File: src/rtl/tinywhisper_uart_pkg.sv
// Shared UART definitions for the tinywhisper receiver and transmitter.
//   UART_DATA_BITS  : payload bits per frame (8N1 format)
//   uart_rx_state_e : receiver FSM states
package tinywhisper_uart_pkg;

    localparam int UART_DATA_BITS = 8;

    typedef enum logic [2:0] {
        IDLE,
        START,
        DATA,
        STOP,
        BREAK
    } uart_rx_state_e;

endpackage

File: src/rtl/tinywhisper_uart_rx_fifo.sv
// Synchronous show-ahead FIFO that buffers received UART bytes.
// Ports:
//   clk, reset : clock and synchronous active-high reset (control state only)
//   push       : write push_data this cycle (accepted if not full, or if a pop
//                happens in the same cycle)
//   push_data  : byte to store
//   pop        : remove the head entry (ignored when empty)
//   head_data  : current head entry, forced to zero when empty
//   full/empty : occupancy flags
module tinywhisper_uart_rx_fifo #(
    parameter int DATA_W     = 8,
    parameter int FIFO_DEPTH = 4
) (
    input  logic              clk,
    input  logic              reset,
    input  logic              push,
    input  logic [DATA_W-1:0] push_data,
    input  logic              pop,
    output logic [DATA_W-1:0] head_data,
    output logic              full,
    output logic              empty
);

    localparam int PTR_W = $clog2(FIFO_DEPTH);

    logic [DATA_W-1:0] mem [FIFO_DEPTH];
    logic [PTR_W-1:0]  wr_ptr;
    logic [PTR_W-1:0]  rd_ptr;
    // One extra bit so a full FIFO is distinguishable from an empty one.
    logic [PTR_W:0]    count;
    logic              do_pop;
    logic              do_push;

    assign empty = (count == '0);
    assign full  = (count == (PTR_W+1)'(FIFO_DEPTH));

    assign do_pop  = pop & ~empty;
    // A full FIFO still takes a push when the head leaves in the same cycle.
    assign do_push = push & (~full | do_pop);

    always_ff @(posedge clk) begin
        if (reset) begin
            wr_ptr <= '0;
            rd_ptr <= '0;
            count  <= '0;
        end else begin
            if (do_push) begin
                wr_ptr <= wr_ptr + PTR_W'(1);
            end
            if (do_pop) begin
                rd_ptr <= rd_ptr + PTR_W'(1);
            end
            case ({do_push, do_pop})
                2'b10:   count <= count + (PTR_W+1)'(1);
                2'b01:   count <= count - (PTR_W+1)'(1);
                default: count <= count;
            endcase
        end
    end

    // Storage carries no reset; validity is tracked entirely by count.
    always_ff @(posedge clk) begin
        if (do_push) begin
            mem[wr_ptr] <= push_data;
        end
    end

    assign head_data = empty ? '0 : mem[rd_ptr];

endmodule

File: src/rtl/tinywhisper_uart_rx.sv
// UART receiver (8N1, LSB first) feeding the tinywhisper_riscv core.
// The serial line is synchronised by two flops, framed by a mid-bit sampling
// FSM and buffered in a small show-ahead FIFO.
// Ports:
//   clk, reset : system clock, synchronous active-high reset
//   rx         : asynchronous serial input, idle high
//   rd_en      : pop the FIFO head (ignored when rd_valid=0)
//   rd_data    : FIFO head byte, 8'h00 when empty
//   rd_valid   : FIFO not empty
//   intr       : level interrupt, mirrors rd_valid
//   frame_err  : sticky, a stop bit was sampled low
//   overrun    : sticky, a byte was dropped because the FIFO was full
//   clr_err    : clears both sticky flags (a coincident set wins)
module tinywhisper_uart_rx
    import tinywhisper_uart_pkg::*;
#(
    parameter int CLK_FREQ     = 12_000_000,
    parameter int BAUD         = 115_200,
    parameter int CLKS_PER_BIT = CLK_FREQ / BAUD,
    parameter int FIFO_DEPTH   = 4
) (
    input  logic                      clk,
    input  logic                      reset,
    input  logic                      rx,
    input  logic                      rd_en,
    output logic [UART_DATA_BITS-1:0] rd_data,
    output logic                      rd_valid,
    output logic                      intr,
    output logic                      frame_err,
    output logic                      overrun,
    input  logic                      clr_err
);

    localparam int CNT_W = $clog2(CLKS_PER_BIT);
    localparam int IDX_W = $clog2(UART_DATA_BITS);

    localparam logic [CNT_W-1:0] HALF_LAST = CNT_W'(CLKS_PER_BIT / 2 - 1);
    localparam logic [CNT_W-1:0] BIT_LAST  = CNT_W'(CLKS_PER_BIT - 1);
    localparam logic [IDX_W-1:0] IDX_LAST  = IDX_W'(UART_DATA_BITS - 1);

    uart_rx_state_e            state;
    logic [CNT_W-1:0]          bit_cnt;
    logic [IDX_W-1:0]          bit_idx;
    logic                      bit_done;
    logic [UART_DATA_BITS-1:0] shift;

    logic                      rx_p0;
    logic                      rx_s_p1;

    logic                      push_vld_p2;
    logic [UART_DATA_BITS-1:0] push_data_p2;

    logic                      fifo_full;
    logic                      fifo_empty;
    logic                      pop_req;

    // ---- stage p0/p1: two-flop synchroniser, reset to the idle level ----
    always_ff @(posedge clk) begin
        if (reset) begin
            rx_p0   <= 1'b1;
            rx_s_p1 <= 1'b1;
        end else begin
            rx_p0   <= rx;
            rx_s_p1 <= rx_p0;
        end
    end

    assign bit_done = (bit_cnt == BIT_LAST);

    // ---- stage p2: framing FSM; push request registered after stop sample ----
    always_ff @(posedge clk) begin
        if (reset) begin
            state       <= IDLE;
            bit_cnt     <= '0;
            bit_idx     <= '0;
            push_vld_p2 <= 1'b0;
            frame_err   <= 1'b0;
        end else begin
            push_vld_p2 <= 1'b0;
            // Clear first so a framing error in the same cycle overrides it.
            if (clr_err) begin
                frame_err <= 1'b0;
            end
            case (state)
                IDLE: begin
                    bit_cnt <= '0;
                    if (!rx_s_p1) begin
                        state <= START;
                    end
                end
                START: begin
                    if (bit_cnt == HALF_LAST) begin
                        bit_cnt <= '0;
                        bit_idx <= '0;
                        // A line already back high at mid start bit is a glitch.
                        state   <= rx_s_p1 ? IDLE : DATA;
                    end else begin
                        bit_cnt <= bit_cnt + CNT_W'(1);
                    end
                end
                DATA: begin
                    if (bit_done) begin
                        bit_cnt <= '0;
                        if (bit_idx == IDX_LAST) begin
                            state <= STOP;
                        end else begin
                            bit_idx <= bit_idx + IDX_W'(1);
                        end
                    end else begin
                        bit_cnt <= bit_cnt + CNT_W'(1);
                    end
                end
                STOP: begin
                    if (bit_done) begin
                        bit_cnt <= '0;
                        if (rx_s_p1) begin
                            push_vld_p2 <= 1'b1;
                            state       <= IDLE;
                        end else begin
                            frame_err <= 1'b1;
                            state     <= BREAK;
                        end
                    end else begin
                        bit_cnt <= bit_cnt + CNT_W'(1);
                    end
                end
                BREAK: begin
                    // Stay here until the line idles so a held-low line
                    // reports a single framing error.
                    bit_cnt <= '0;
                    if (rx_s_p1) begin
                        state <= IDLE;
                    end
                end
                default: begin
                    state   <= IDLE;
                    bit_cnt <= '0;
                end
            endcase
        end
    end

    // Datapath registers: no reset, qualified by the FSM strobes.
    always_ff @(posedge clk) begin
        if (state == DATA && bit_done) begin
            shift[bit_idx] <= rx_s_p1;
        end
        if (state == STOP && bit_done) begin
            push_data_p2 <= shift;
        end
    end

    assign pop_req = rd_en & ~fifo_empty;

    // ---- stage p3: FIFO write and overrun detection ----
    always_ff @(posedge clk) begin
        if (reset) begin
            overrun <= 1'b0;
        end else if (push_vld_p2 && fifo_full && !pop_req) begin
            overrun <= 1'b1;
        end else if (clr_err) begin
            overrun <= 1'b0;
        end
    end

    tinywhisper_uart_rx_fifo #(
        .DATA_W     (UART_DATA_BITS),
        .FIFO_DEPTH (FIFO_DEPTH)
    ) u_fifo (
        .clk       (clk),
        .reset     (reset),
        .push      (push_vld_p2),
        .push_data (push_data_p2),
        .pop       (pop_req),
        .head_data (rd_data),
        .full      (fifo_full),
        .empty     (fifo_empty)
    );

    assign rd_valid = ~fifo_empty;
    assign intr     = ~fifo_empty;

endmodule

File: config.mk
export PLATFORM = sky130hd
export DESIGN_NAME = tinywhisper_uart_rx
export DESIGN_NICKNAME = d
export VERILOG_FILES = /design/src/rtl/tinywhisper_uart_pkg.sv /design/src/rtl/tinywhisper_uart_rx_fifo.sv /design/src/rtl/tinywhisper_uart_rx.sv
export SDC_FILE = /design/constraint.sdc
export NUM_CORES = 1
export LEC_CHECK = 0
export CAP_MARGIN = 30
export CORE_UTILIZATION = 30
export CTS_BUF_LIST = sky130_fd_sc_hd__clkbuf_16
export DETAILED_ROUTE_END_ITERATION = 8
export PLACE_DENSITY = 0.52
export SKIP_CTS_REPAIR_TIMING = 1
export SLEW_MARGIN = 20
export SYNTH_ARGS = -nofsm -noshare
export SYNTH_HDL_FRONTEND = slang
export SYNTH_SLANG_ARGS = --single-unit
File: constraint.sdc
create_clock -name clk -period 2.42 [get_ports clk]
set_input_delay 0.484 -clock clk [delete_from_list [all_inputs] [get_ports clk]]
set_output_delay 0.484 -clock clk [all_outputs]
set_load 0.01 [all_outputs]
==> qor.yml <==
yosys:
  synth-seq-cells: 75
  synth_area_um2: 3170
  synth.area.mux_share: 0.0696
  yosys.area_share.simple: 0.157
  synth_flop_cell: "edfxtp_1"
  synth_top_family_by_area: "simple AND/OR/NAND/NOR gates"
  syn-num-nets: 247
  synth_edf_count: 48
  syn_inst: 234
  syn_avg_cell_area_um2: 13.5
  synthXorXnorAreaFrac: 0.0249
  ys_types: 49
  synth_warnings: 0
  synthAdderAreaFrac: 0.0340
  synth-compound-area-share: 0.0573
  synthArstFlopShare: 0
  ys_seq_area_frac: 0.626
layout:
  final_util: 0.375
  areaGrowthSynthToFinish_pct: 21.8
  fin_nets: 272
  n_fill_cell: 1009
  drive_above_1_share: 0.178
  n_antenna_cell: 0
sta:
  worst_pin_slew_ns: 0.413
  drv_slew: 0
  fin_skew_ns: 0.00848
  fin_crit_ns: 2.26
  post-route-period-util: 0.932
  report.final.hold_viol_count: 0
  finalHoldWorstSlack_ns: 0.406
  slew_headroom: 0.725
  rsz0062_at_grt: "no"
  max_freq_ghz: 0.443
  setup_viol: 0
outcome:
  status: "completed"
power_and_ir_drop:
  leakage_nw: 1.40
  internal_power_mw: 2.27
  swShare: 0.193
  ir_drop_v: 0.000276
  power_frac_seq: 0.481
  power_frac_clock: 0.508
  power.switching_mw: 0.544
  pwr-share-comb: 0.011
  power_density_nw_per_um2: 731
drt:
  first_pass_iters: 4
  vias: 1793
  drc: 0
  ant_nets: 0
  wire_per_inst_um: 12.8
  drt_iter0_drc: 60
  via_per_inst: 4.48
  totalWireLength_um: 5130
floorplanning:
  initial_core_util: 0.308
  die_h_um: 105
  core_region_area_um2: 10300
  std_cell_rows: 37
  die_x_um: 105
  fp.dieArea_um2: 11000
  io_pins: 17
global_route:
  antenna_found_initial: 0
  grt_pass1_vias: 1865
  overflow: 0
  grt_max_degree: 17
  grt_first_pass_wirelength_um: 8890
  grtUsageTotal: 0.104
cts:
  htree_levels: 3
  cts-root-buf: "clkbuf_16"
  clock_path_buffers: 2
  clkSlewWorstSetupHoldPaths_ns: 0.06
  cts_tree: "done"
  numClockSinks: 75
  numCtsBuffers: 9
  clk_latency_ns: 0.33
hold_path:
  whs_path_depth: 1
  hold_class: "reg -> reg"
place:
  place.gp.congestion: 0.714
  io_buffers: 16
  post-dp-hpwl_um: 3460
worst_setup_path:
  cp.arrival_ns: 1.77
  startpoint_type: "flip-flop"
  r2r.worst_path.cells: 6
  critPathKind: "reg -> out"
  critPathMaxFanout: 12
  cp.required_ns: 1.94
  setup.worst_path.end_class: "primary output"
job:
  timing.max_cap.violations: 0
==> per-layer routing <==
layer	up-vias	GRT usage	share of wire	routed length, µm
li1	902	-	-	-
met1	854	0.122	0.46	2340
met2	25	0.177	0.49	2520
met3	12	0.0306	0.034	176
met4	0	0.0433	0.019	95
met5	-	0	0	0
==> area by class of cell <==
class	instances	area (µm²)	share of cell area
Multi-Input combinational cell	139	1090	0.282
Inverter	10	37.5	0.00974
Clock inverter	7	98.8	0.0256
Timing Repair Buffer	24	253	0.0656
Clock buffer	9	225	0.0584
Sequential cell	75	1980	0.515
Tap cell	136	170	0.0441
==> layout by cell type, fill, tap and decap left out, drive strengths merged, types with 2 or more instances in the layout <==
master	instances
or3	3
clkinv	2
dlymetal6s2s	8
nand3b	3
bufinv	2
o21ai	4
nand4	2
nor3	6
buf	8
a211oi	2
mux4	8
nand2b	7
o31ai	2
a31oi	2
ha	7
nand3	6
clkbuf	9
inv	12
edfxtp	48
and4bb	2
xnor2	3
and2b	2
nor2	23
xor2	6
or2	2
a21oi	6
nand2	11
dfxtp	27
clkdlybuf4s50	8
and2	13
mux2i	4
o31a	2
==> critical path: stages (launching register included) <==
cell and delay [ns]:
dfxtp_1 0.37, or3_1 0.41, buf_4 0.19, clkdlybuf4s50_1 0.48
==> cell families (layout without fill, tap and decap cells) <==
logic type,after synthesis,after routing
compound gates,23,23
xor+xnor,9,9
fa+ha+maj,8,8
buf+inv,20,50
flops,75,75
mux,12,12
simple gates,87,87
==> path summary, 6_finish.rpt <==
check,start,endpoint,slack (ns)
worst max-delay path,u_fifo.count[0],rd_valid,0.16
worst min-delay path,rx_p0,rx_s_p1,0.41
worst max register to register,u_fifo.count[0],u_fifo.count[2],0.40
worst min register to register,rx_p0,rx_s_p1,0.41
==> flip-flops by register name (all words and copies together) (netlist names), 2 cells and up, named ones only <==
register       cells
u_fifo.rd_ptr      2
shift              8
u_fifo.count       3
state              3
bit_cnt            7
u_fifo.mem        32
push_data_p2       8
u_fifo.wr_ptr      2
bit_idx            3
==> cell usage after synthesis, drive strengths merged, types with 3 or more instances <==
master / number / area [µm²]
dfxtp: 27 / 541
nand2b: 7 / 51.3
nor2: 23 / 86.3
mux2i: 4 / 40.0
xor2: 6 / 52.6
ha: 7 / 87.6
or3: 3 / 18.8
buf: 7 / 48.8
nand3b: 3 / 22.5
nor3: 6 / 30.0
nand3: 6 / 30.0
edfxtp: 48 / 1440
o21ai: 4 / 23.8
mux4: 8 / 180
and2: 13 / 81.3
clkbuf: 3 / 11.3
nand2: 11 / 48.8
a21oi: 6 / 30.0
inv: 10 / 37.5
xnor2: 3 / 26.3
==> power groups by stage <==
| stage | Clock (mW) | Sequential [mW] | Combinational (mW) |
|---|---|---|---|
| 2_1_floorplan | 0 | 1.38 | 0.0234 |
| 3_3_place_gp | 0 | 1.38 | 0.0321 |
| 3_5_place_dp | 0 | 1.38 | 0.0323 |
| 4_1_cts | 1.47 | 1.35 | 0.0326 |
| 5_1_grt | 1.52 | 1.35 | 0.0348 |
| 6_report | 1.43 | 1.35 | 0.0321 |
==> per-stage QoR <==
step | instance area, µm² | setup TNS [ns] | std cells | total power, mW | setup slack (ns)
finish | 3850 | 0 | 400 | 2.82 | 0.164
global route | 3850 | 0 | 400 | 2.91 | 0.0934
CTS | 3830 | -0.344 | 400 | 2.85 | -0.0620
detailed placement | 3510 | 0 | 384 | 1.41 | 0.0275
global placement | 3510 | 0 | 384 | 1.41 | 0.0704
floorplan | 3170 | 0 | 234 | 1.40 | 0.179
No activity file was read; power rests on OpenSTA's default activity.
